[config.mk]
export PLATFORM = sky130hd
export DESIGN_NAME = uart_rx_core
export DESIGN_NICKNAME = d
export VERILOG_FILES = /design/src/rtl/uart_rx_core.sv
export SDC_FILE = /design/constraint.sdc
export NUM_CORES = 1
export LEC_CHECK = 0
export BUFFER_PORTS_ARGS = -buffer_cell sky130_fd_sc_hd__buf_2
export CAP_MARGIN = 10
export CORE_AREA = 2 2 68 70
export CTS_CLUSTER_DIAMETER = 30
export CTS_CLUSTER_SIZE = 24
export DETAILED_ROUTE_END_ITERATION = 12
export DIE_AREA = 0 0 70 72
export PLACE_DENSITY = 0.63
export SLEW_MARGIN = 30
export SYNTH_ARGS = -nofsm -noshare
export SYNTH_HDL_FRONTEND = slang
export SYNTH_SLANG_ARGS = --single-unit
[constraint.sdc]
create_clock -name CLK -period 2.06 [get_ports CLK]
set_input_delay 0.103 -clock CLK [delete_from_list [all_inputs] [get_ports CLK]]
set_output_delay 0.103 -clock CLK [all_outputs]
set_load 0.05 [all_outputs]
[src/rtl/uart_rx_core.sv]
// uart_rx_core: oversampling UART receiver with 2-of-3 majority sampling and parity/stop checks.
// Optional break detection (break_det output, BREAK state) is enabled by defining UART_RX_BREAK_DET_EN.
module uart_rx_core #(
    parameter int DATA_WIDTH = 8,
    parameter int PRESCALE   = 16,
    parameter int STOP_BITS  = 1
) (
    input  logic                  CLK,
    input  logic                  RST,
    input  logic                  RX_IN,
    input  logic                  PAR_EN,
    input  logic                  PAR_TYP,
    output logic [DATA_WIDTH-1:0] P_DATA,
    output logic                  data_valid,
    output logic                  Parity_Error,
    output logic                  Stop_Error,
`ifdef UART_RX_BREAK_DET_EN
    output logic                  break_det,
`endif
    output logic                  busy
);

    localparam int EW = $clog2(PRESCALE);
    localparam int BW = 4;

    localparam logic [EW-1:0] EDGE_LAST = EW'(PRESCALE - 1);
    localparam logic [EW-1:0] SMP_A     = EW'(PRESCALE / 2 - 1);
    localparam logic [EW-1:0] SMP_B     = EW'(PRESCALE / 2);
    localparam logic [EW-1:0] SMP_C     = EW'(PRESCALE / 2 + 1);

    localparam logic [2:0] S_IDLE   = 3'd0;
    localparam logic [2:0] S_START  = 3'd1;
    localparam logic [2:0] S_DATA   = 3'd2;
    localparam logic [2:0] S_PARITY = 3'd3;
    localparam logic [2:0] S_STOP   = 3'd4;
`ifdef UART_RX_BREAK_DET_EN
    localparam logic [2:0] S_BREAK  = 3'd5;
`endif

    logic                  rx_meta_q, rx_s_q;
    logic [2:0]            state_q, state_d;
    logic [EW-1:0]         edge_q, edge_d;
    logic [BW-1:0]         bit_q, bit_d;
    logic                  s0_q, s0_d, s1_q, s1_d;
    logic [DATA_WIDTH-1:0] shreg_q, shreg_d;
    logic                  par_en_q, par_en_d, par_typ_q, par_typ_d;
    logic                  par_bad_q, par_bad_d, stp_bad_q, stp_bad_d;
    logic [DATA_WIDTH-1:0] pdata_d;
    logic                  dv_d, pe_d, se_d;
    logic                  smp, at_sp, at_wrap, stop_bad;
    logic [BW-1:0]         last_stop;
`ifdef UART_RX_BREAK_DET_EN
    logic                  par_bit_q, par_bit_d, brk_d;
    logic [BW-1:0]         first_stop;
`endif

    assign smp       = (s0_q & s1_q) | (s0_q & rx_s_q) | (s1_q & rx_s_q);
    assign at_sp     = (edge_q == SMP_C);
    assign at_wrap   = (edge_q == EDGE_LAST);
    assign last_stop = BW'(DATA_WIDTH + STOP_BITS) + BW'(par_en_q);
`ifdef UART_RX_BREAK_DET_EN
    assign first_stop = BW'(DATA_WIDTH + 1) + BW'(par_en_q);
`endif

    always_comb begin
        state_d   = state_q;
        edge_d    = edge_q;
        bit_d     = bit_q;
        s0_d      = s0_q;
        s1_d      = s1_q;
        shreg_d   = shreg_q;
        par_en_d  = par_en_q;
        par_typ_d = par_typ_q;
        par_bad_d = par_bad_q;
        stp_bad_d = stp_bad_q;
        pdata_d   = P_DATA;
        dv_d      = 1'b0;
        pe_d      = 1'b0;
        se_d      = 1'b0;
        stop_bad  = stp_bad_q | ~smp;
`ifdef UART_RX_BREAK_DET_EN
        par_bit_d = par_bit_q;
        brk_d     = 1'b0;
`endif
        if (state_q != S_IDLE) begin
            if (at_wrap) begin
                edge_d = '0;
                bit_d  = bit_q + 1'b1;
            end else begin
                edge_d = edge_q + 1'b1;
            end
            if (edge_q == SMP_A) s0_d = rx_s_q;
            if (edge_q == SMP_B) s1_d = rx_s_q;
        end
        case (state_q)
            S_IDLE: begin
                if (!rx_s_q) begin
                    state_d   = S_START;
                    edge_d    = '0;
                    bit_d     = '0;
                    par_en_d  = PAR_EN;
                    par_typ_d = PAR_TYP;
                    par_bad_d = 1'b0;
                    stp_bad_d = 1'b0;
                end
            end
            S_START: begin
                if (at_sp && smp) state_d = S_IDLE;
                else if (at_wrap) state_d = S_DATA;
            end
            S_DATA: begin
                if (at_sp) shreg_d = {smp, shreg_q[DATA_WIDTH-1:1]};
                if (at_wrap && bit_q == BW'(DATA_WIDTH))
                    state_d = par_en_q ? S_PARITY : S_STOP;
            end
            S_PARITY: begin
                if (at_sp) begin
                    par_bad_d = ((^shreg_q) ^ par_typ_q) != smp;
`ifdef UART_RX_BREAK_DET_EN
                    par_bit_d = smp;
`endif
                end
                if (at_wrap) state_d = S_STOP;
            end
            S_STOP: begin
                if (at_sp) begin
                    stp_bad_d = stop_bad;
`ifdef UART_RX_BREAK_DET_EN
                    // A break is recognised at the first stop sample and overrides the error pulses.
                    if (bit_q == first_stop && shreg_q == '0 && !(par_en_q && par_bit_q) && !smp) begin
                        brk_d   = 1'b1;
                        state_d = S_BREAK;
                    end else
`endif
                    if (bit_q == last_stop) begin
                        state_d = S_IDLE;
                        if (par_bad_q || stop_bad) begin
                            pe_d = par_bad_q;
                            se_d = stop_bad;
                        end else begin
                            dv_d    = 1'b1;
                            pdata_d = shreg_q;
                        end
                    end
                end
            end
`ifdef UART_RX_BREAK_DET_EN
            S_BREAK: begin
                if (rx_s_q) state_d = S_IDLE;
            end
`endif
            default: state_d = S_IDLE;
        endcase
    end

    always_ff @(posedge CLK) begin
        if (RST) begin
            rx_meta_q    <= 1'b1;
            rx_s_q       <= 1'b1;
            state_q      <= S_IDLE;
            edge_q       <= '0;
            bit_q        <= '0;
            s0_q         <= 1'b0;
            s1_q         <= 1'b0;
            shreg_q      <= '0;
            par_en_q     <= 1'b0;
            par_typ_q    <= 1'b0;
            par_bad_q    <= 1'b0;
            stp_bad_q    <= 1'b0;
            P_DATA       <= '0;
            data_valid   <= 1'b0;
            Parity_Error <= 1'b0;
            Stop_Error   <= 1'b0;
            busy         <= 1'b0;
`ifdef UART_RX_BREAK_DET_EN
            par_bit_q    <= 1'b0;
            break_det    <= 1'b0;
`endif
        end else begin
            rx_meta_q    <= RX_IN;
            rx_s_q       <= rx_meta_q;
            state_q      <= state_d;
            edge_q       <= edge_d;
            bit_q        <= bit_d;
            s0_q         <= s0_d;
            s1_q         <= s1_d;
            shreg_q      <= shreg_d;
            par_en_q     <= par_en_d;
            par_typ_q    <= par_typ_d;
            par_bad_q    <= par_bad_d;
            stp_bad_q    <= stp_bad_d;
            P_DATA       <= pdata_d;
            data_valid   <= dv_d;
            Parity_Error <= pe_d;
            Stop_Error   <= se_d;
            busy         <= (state_d != S_IDLE);
`ifdef UART_RX_BREAK_DET_EN
            par_bit_q    <= par_bit_d;
            break_det    <= brk_d;
`endif
        end
    end

endmodule
==> results of run 1 <==
state kept, by name, indices dropped and copies added, names as in the netlist:
signal        count
P_DATA            8
shreg_q           8
bit_q             4
edge_q            4
state_q           3
Parity_Error      1
Stop_Error        1
busy              1
data_valid        1
par_bad_q         1
par_en_q          1
par_typ_q         1
rx_meta_q         1
rx_s_q            1
s0_q              1
s1_q              1
stp_bad_q         1
metrics by stage:
| step | setup WS (ns) | cells | total power [mW] | cell area [sq um] |
|---|---|---|---|---|
| floorplan | 0.4492 | 201 | 0.8271 | 1864 |
| global placement | 0.3099 | 267 | 0.8458 | 2024 |
| detailed placement | 0.2784 | 267 | 0.8454 | 2024 |
| CTS | 0.2684 | 276 | 1.343 | 2120 |
| global route | 0.1051 | 276 | 1.387 | 2120 |
| finish | 0.2744 | 276 | 1.322 | 2120 |
repair_timing:
action                    in CTS  in global routing
hold endpoints to repair       1                  0
setup buffers                  0                  0
hold buffers                   1                  0
report_power, final:
group          switching, mW  internal [mW]  total, mW
logic                 0.0381         0.0233     0.0614
clock network          0.257          0.236      0.493
registers            0.00771          0.760      0.768
total                  0.303           1.02       1.32
cell type report:
class | count | area, sq um
fillers | 407 | 2145
flip-flops and latches | 39 | 780.7
well taps | 52 | 65.06
inverters | 8 | 30.03
multi-input cells | 142 | 993.5
repair buffers | 27 | 165.2
clock buffers | 6 | 72.57
clock inverters | 2 | 12.51
final timing paths:
kind	startpoint	endpoint	slack, ns
max	state_q[2]$_SDFF_PP0_	P_DATA[2]$_SDFFE_PP0P_	0.27
min	PAR_TYP	par_typ_q$_SDFFE_PP0P_	0.05
max reg2reg	state_q[2]$_SDFF_PP0_	P_DATA[2]$_SDFFE_PP0P_	0.27
min reg2reg	rx_meta_q$_SDFF_PP1_	rx_s_q$_SDFF_PP1_	0.42
routing by layer:
layer,up-vias,wire length [um],share of wire,GRT usage
met5,-,0,0,0
met4,0,76,0.021,0.07051
met3,7,145,0.040,0.02639
met2,34,1470,0.41,0.2138
met1,663,1928,0.53,0.2245
li1,764,-,-,-
cell usage in the layout (no fill, tap or decap), types with 2 or more instances in the layout:
cell type  count
a211o_1        2
a21oi_1       16
a311oi_1       3
and3_1         4
buf_2         16
buf_4         10
clkbuf_8       5
dfxtp_1       39
ha_1           5
inv_1          8
mux2i_1       12
nand2_1        6
nand2b_1       2
nand3_1       14
nand3b_1       4
nand4b_1       2
nor2_1        21
nor3_1         5
o21ai_0       12
or2_2          3
xnor2_1        3
xnor3_1        2
cell families after synthesis:
logic type                 synth area share
and+or+nand+nor                      0.2248
AOI/OAI and AO/OA                    0.1618
DFF                                  0.4188
buffers and inverters               0.04832
muxes                               0.06443
xor gates and xnor gates            0.04295
adders and majority gates           0.03893
worst register-to-register path, stage by stage, from the launching register on:
cell and delay, ns:
dfxtp_1 0.45, or3b_4 0.46, a2111oi_4 0.49, nand3_1 0.17, a21oi_1 0.17
==> results.md, run 1 <==
- First-pass GRT wire length: 6.099 mm
- Core Util, Final: 0.4971
- Initial Utilization: 0.4372
- Largest net degree at the start of global routing: 30
- Status: finished, final reports clean
- GP Congestion: 0.8545
- CP Capture Type: flop
- Max Cap Viol: 0
- Ys async rst share: 0
- Final Cycle Share: 0.8668
- Clk sink count: 39
- EDFF count, synth: 0
- NumNets Final: 233
- Worst-path cell chain: or3b_4 > a2111oi_4 > nand3_1 > a21oi_1
- Post-Synthesis Cells: 201
- Die width: ~70 um
- Post-DRT Antenna Nets: 0
- Core ar.: between 4000 and 5000 sq um
- H-tree depth: 2
- Antenna diode count: 0
- Clk buf depth: 2
- Worst hold path stage count: 3
- Post-synth top area cell: dfxtp_1
- Hold slack: 0.05432 ns
- Vias: 1468
- DRT Pass-1 Iters: 4
- Most instantiated cells after synthesis: 39 x dfxtp_1, 21 x nor2_1, 16 x a21oi_1
- Worst-path fanout max: 8
- Worst-Skew Late Latency: ~0.28 ns
- Family with the most delay on the worst path: compound AO/OA/AOI/OAI gates
- Mapped cell area: 1864 sq um
- Final WL: approximately 3.6 mm
- Drc violations: 0
- Crit Path Category: reg -> reg
- Dominant cell by count in the synthesized netlist: dfxtp_1
- Grt total ovfl: 0
- HP Class: in -> reg
- Final min period: between 1.5 and 2 ns
- Synth top area share: 0.4188
- Synth-to-Final Area Change: 13.69%
- Share of cells above drive strength 1: 0.1920
- I/O pins: 17
- Final Hold Viols: 0
- CTS resizes: 0
- Actual slew at the worst max-slew pin: 0.4960 ns
- Drt initial violations: 136
- RSZ-0062 raised after global routing: no
- Syn. warnings: 0
- LEAKAGE: 0.8717 nW
- Quantity of I/O buffers inserted on ports: 16
- Clock transition at path regs: 0.07 ns
- WL per Instance: about 13 um
- WP buf/inv: 0
- All-Layer GR Usage: 0.1513
- Critical path launch point type: flop
- Slew headroom: 0.6693
- CTS buffer count: 5
- Via density: 5.319
- F_max: 0.5600 GHz
- CP required: approximately 2.3 ns
- Root buf cell: clkbuf_8
- DIE HEIGHT: 72 um
- Sequential fraction of the synthesis area: 0.4188
- Syn_area_per_cell: between 9 and 10 sq um
- CTS tree: yes
- Vias in the first global route: 1288
- Setup Skew: about 0.0042 ns
- #FFs+latches synth: 39
- Post-DP HPWL: 2.522 mm
- DIE AREA: 5040 sq um
- Net Count, Synth: 211
- TNS Setup: 0 ns
- Yosys cell types: 50
- Crit path largest cell delay: approximately 0.49 ns
- Top FF cell, synth: dfxtp_1
- Top cells by area, synth: dfxtp_1 42%, mux2i_1 6.4%, a21oi_1 4.3%, nor2_1 4.2%, nand3_1 3.8%
- Peak VDD IR: 0.0003713 V
- FF-to-FF path depth: 4
- Initial antenna violation count: 0
- Core Rows: 24
- Number of setup violations in the final report: 0
- WP depth: 4
- Slew Limit Fails: 0
- Crit path DAT: 2.01 ns
- Slowest-stage cell, CP: a2111oi_4
- Power per standard cell area: about 620 nW/um^2
Note: power is estimated with default switching activity, not from simulation.
==> run 2, diff against run 1 <==
--- a/config.mk
+++ b/config.mk
@@ -5,13 +5,14 @@
 export SDC_FILE = /design/constraint.sdc
 export NUM_CORES = 1
 export LEC_CHECK = 0
+export ABC_AREA = 1
 export BUFFER_PORTS_ARGS = -buffer_cell sky130_fd_sc_hd__buf_2
 export CAP_MARGIN = 10
-export CORE_AREA = 2 2 68 70
+export CORE_AREA = 2 2 69 71
 export CTS_CLUSTER_DIAMETER = 30
 export CTS_CLUSTER_SIZE = 24
 export DETAILED_ROUTE_END_ITERATION = 12
-export DIE_AREA = 0 0 70 72
+export DIE_AREA = 0 0 71 73
 export PLACE_DENSITY = 0.63
 export SLEW_MARGIN = 30
 export SYNTH_ARGS = -nofsm -noshare
==> results.md, run 2 <==
- Final cell count without fillers: 350 (+27%)
- DP Cell Count: 341 (+28%)
- Vias in the first global route: 1518 (+18%)
- Clk buf depth: 2 (unchanged)
- Worst-path cell chain: inv_1 > ha_1 > nand3_2 > inv_2 > nand2_1 > nor2_4 > nand2_4 > o21ai_1 > nor2_1
- Synth top area share: 0.4055 (-0.01333)
- Peak VDD IR: 0.0003892 V (+4.8%)
- CTS resizes: 0 (unchanged)
- Hold slack: 0.08660 ns (+0.03228 ns)
- WP buf/inv: 2 (+2)
- Ys async rst share: 0 (unchanged)
- All-Layer GR Usage: 0.1633 (+0.01195)
- Net Count, Synth: 283 (+34%)
- H-tree depth: 2 (unchanged)
- F_max: 0.6263 GHz (+12%)
- CP required: 2.25 ns (-0.03 ns)
- Clock transition at path regs: 0.08 ns (about the same)
- Initial Utilization: 0.4246 (-0.01265)
- FF-to-FF path depth: 9 (+5)
- Max Cap Viol: 0 (unchanged)
- Largest net degree at the start of global routing: 18 (-40%)
- Dominant cell by count in the synthesized netlist: nand2_1
- Post-DRT Antenna Nets: 0 (unchanged)
- CP Capture Type: flop
- Post-Synthesis Cells: 273 (+36%)
- WL per Instance: 11.05 um (-16%)
- Core Util, Final: 0.4869 (-0.01017)
- Setup Skew: 0.005806 ns (+0.001563 ns)
- Yosys cell types: 29 (-42%)
- Number of setup violations in the final report: 0 (unchanged)
- Drt initial violations: 67 (-51%)
- Grt total ovfl: 0 (unchanged)
- Crit Path Category: reg -> reg
- Most common cell after layout, fill and taps aside: nand2_1
- Min setup slack post-route: 0.4634 ns (+0.1889 ns)
- Top FF cell, synth: dfxtp_1
- Post-DP HPWL: 2.817 mm (+12%)
- RSZ-0062 raised after global routing: no
- Slowest-stage cell, CP: dfxtp_1
- Core Rows: 25 (+4.2%)
- Commonest non-fill, non-tap cells in the layout: 59 x nand2_1, 39 x dfxtp_1, 31 x inv_1
- Setup bufs post-CTS: 0 (unchanged)
- Mapped cell area: 1926 sq um (+3.3%)
- DIE AREA: 5183 sq um (+2.8%)
- First-pass GRT wire length: 6.589 mm (+8.0%)
- CP endpoint: P_DATA[3]$_SDFFE_PP0P_
- #FFs+latches synth: 39 (unchanged)
- Most instantiated cells after synthesis: 59 x nand2_1, 39 x dfxtp_1, 31 x inv_1
- Die width: 71 um (+1.4%)
- DIE HEIGHT: 73 um (+1.4%)
- Slew Limit Fails: 0 (unchanged)
- Quantity of I/O buffers inserted on ports: 16 (unchanged)
- Final min period: 1.597 ns (-0.1889 ns)
- WP depth: 9 (+5)
- Root buf cell: clkbuf_8
- Share of cells above drive strength 1: 0.1824 (-0.009532)
- Worst R2R Start: edge_q[1]$_SDFF_PP0_
- Post-synth top area cell: dfxtp_1
- Cts hold-fix bufs: 1 (unchanged)
- CTS buffer count: 5 (unchanged)
- LEAKAGE: 1.008 nW (+16%)
- CTS tree: yes
- I/O pins: 17 (unchanged)
- Power per standard cell area: 717.3 nW/um^2 (+15%)
- Final WL: 3.868 mm (+6.9%)
- Reg-to-Reg End: P_DATA[3]$_SDFFE_PP0P_
- Sequential fraction of the synthesis area: 0.4055 (-0.01333)
- Final Cycle Share: 0.7751 (-0.09171)
- Status: finished, final reports clean
- Crit path largest cell delay: 0.34 ns (-0.15 ns)
- DRT Pass-1 Iters: 4 (unchanged)
- Core ar.: 4536 sq um (+6.4%)
- Synth-to-Final Area Change: 14.68%
- Via density: 4.874 (-8.4%)
- Critical path launch point type: flop
- Drc violations: 0 (unchanged)
- Crit path DAT: 1.79 ns (-0.22 ns)
- HP Class: in -> reg
- Reg2reg setup slack: 0.46 ns (+0.19 ns)
- Worst-path fanout max: 9 (+1)
- EDFF count, synth: 0 (unchanged)
- Final Hold Viols: 0 (unchanged)
- Worst-Skew Late Latency: 0.29 ns (about the same)
- Syn_area_per_cell: 7.053 sq um (-24%)
- Clk sink count: 39 (unchanged)
- Actual slew at the worst max-slew pin: 0.3263 ns (-0.1697 ns)
- Antenna diode count: 0 (unchanged)
- Setup crit start: edge_q[1]$_SDFF_PP0_
- Top cells by area, synth: dfxtp_1 41%, nand2_1 12%, a21oi_1 7.0%, inv_1 6.0%, nor2_1 5.5%
- GP Congestion: 0.8537 (about the same)
- TNS Setup: 0 ns (unchanged)
- Family with the most delay on the worst path: simple AND/OR/NAND/NOR gates
- Biggest regs: P_DATA x8, shreg_q x8
- Initial antenna violation count: 0 (unchanged)
- Pre-CTS setup slack: 0.4648 ns (+0.1865 ns)
- Slew headroom: 0.7822 (+0.1129)
- Syn. warnings: 0 (unchanged)
- NumNets Final: 305 (+31%)
- Vias: 1706 (+16%)
-- run 2: worst register-to-register path, delay by kind of cell, from the launching register on --
family,cells,cell delay [ns]
AND/OR/NAND/NOR,5,0.66
flip-flops,1,0.34
buffers and inverters,2,0.19
adder cells (fa/ha/maj),1,0.16
AO/OA/AOI/OAI,1,0.14
-- run 2: cells by family after synthesis --
kind of cell / Yosys count / share of synthesized area
and+or+nand+nor: 120 / 0.2976
xor gates and xnor gates: 3 / 0.01365
adders and majority gates: 5 / 0.03249
AOI/OAI and AO/OA: 59 / 0.1572
buffers and inverters: 47 / 0.09357
DFF: 39 / 0.4055
-- run 2: how the worst min path moves through the flow --
stage / from / to / cells after the start
after global routing: PAR_EN / par_en_q$_SDFFE_PP0P_ / 3
after detailed placement: RX_IN / rx_meta_q$_SDFF_PP1_ / 2
after CTS: PAR_EN / par_en_q$_SDFFE_PP0P_ / 3
after floorplan: RST / edge_q[1]$_SDFF_PP0_ / 1
after global placement: RX_IN / rx_meta_q$_SDFF_PP1_ / 2
final: PAR_TYP / par_typ_q$_SDFFE_PP0P_ / 3
-- run 2: area by class of cell --
cell class	instances	area, sq um
inverter	44	165.2
clock buffer	6	72.57
timing repair buffer	18	97.59
clock inverter	2	60.06
sequential	39	780.7
tap	54	67.56
fill	467	2327
multi-input combinational	187	964.7
-- run 2: power by group --
part	internal [mW]	leakage, nW	switching [mW]	total (mW)
clock network	0.484	0.0654	0.264	0.748
logic	0.0226	0.627	0.0429	0.0655
registers	0.762	0.315	0.00837	0.770
-- run 2: metal layers --
metal / share of wire / up-vias / wire (um) / global-route usage
met4: 0.025 / 0 / 97 / 0.08805
met2: 0.45 / 25 / 1756 / 0.2741
met5: 0 / - / 0 / 0
met1: 0.49 / 754 / 1893 / 0.1910
met3: 0.031 / 11 / 120 / 0.04282
li1: - / 916 / - / -
-- run 2: per-stage QoR --
| stage | power [mW] | area (sq um) |
|---|---|---|
| finish | 1.584 | 2208 |
| global route | 1.644 | 2208 |
| CTS | 1.603 | 2208 |
| detailed placement | 0.8520 | 2066 |
| global placement | 0.8513 | 2066 |
| floorplan | 0.8312 | 1926 |
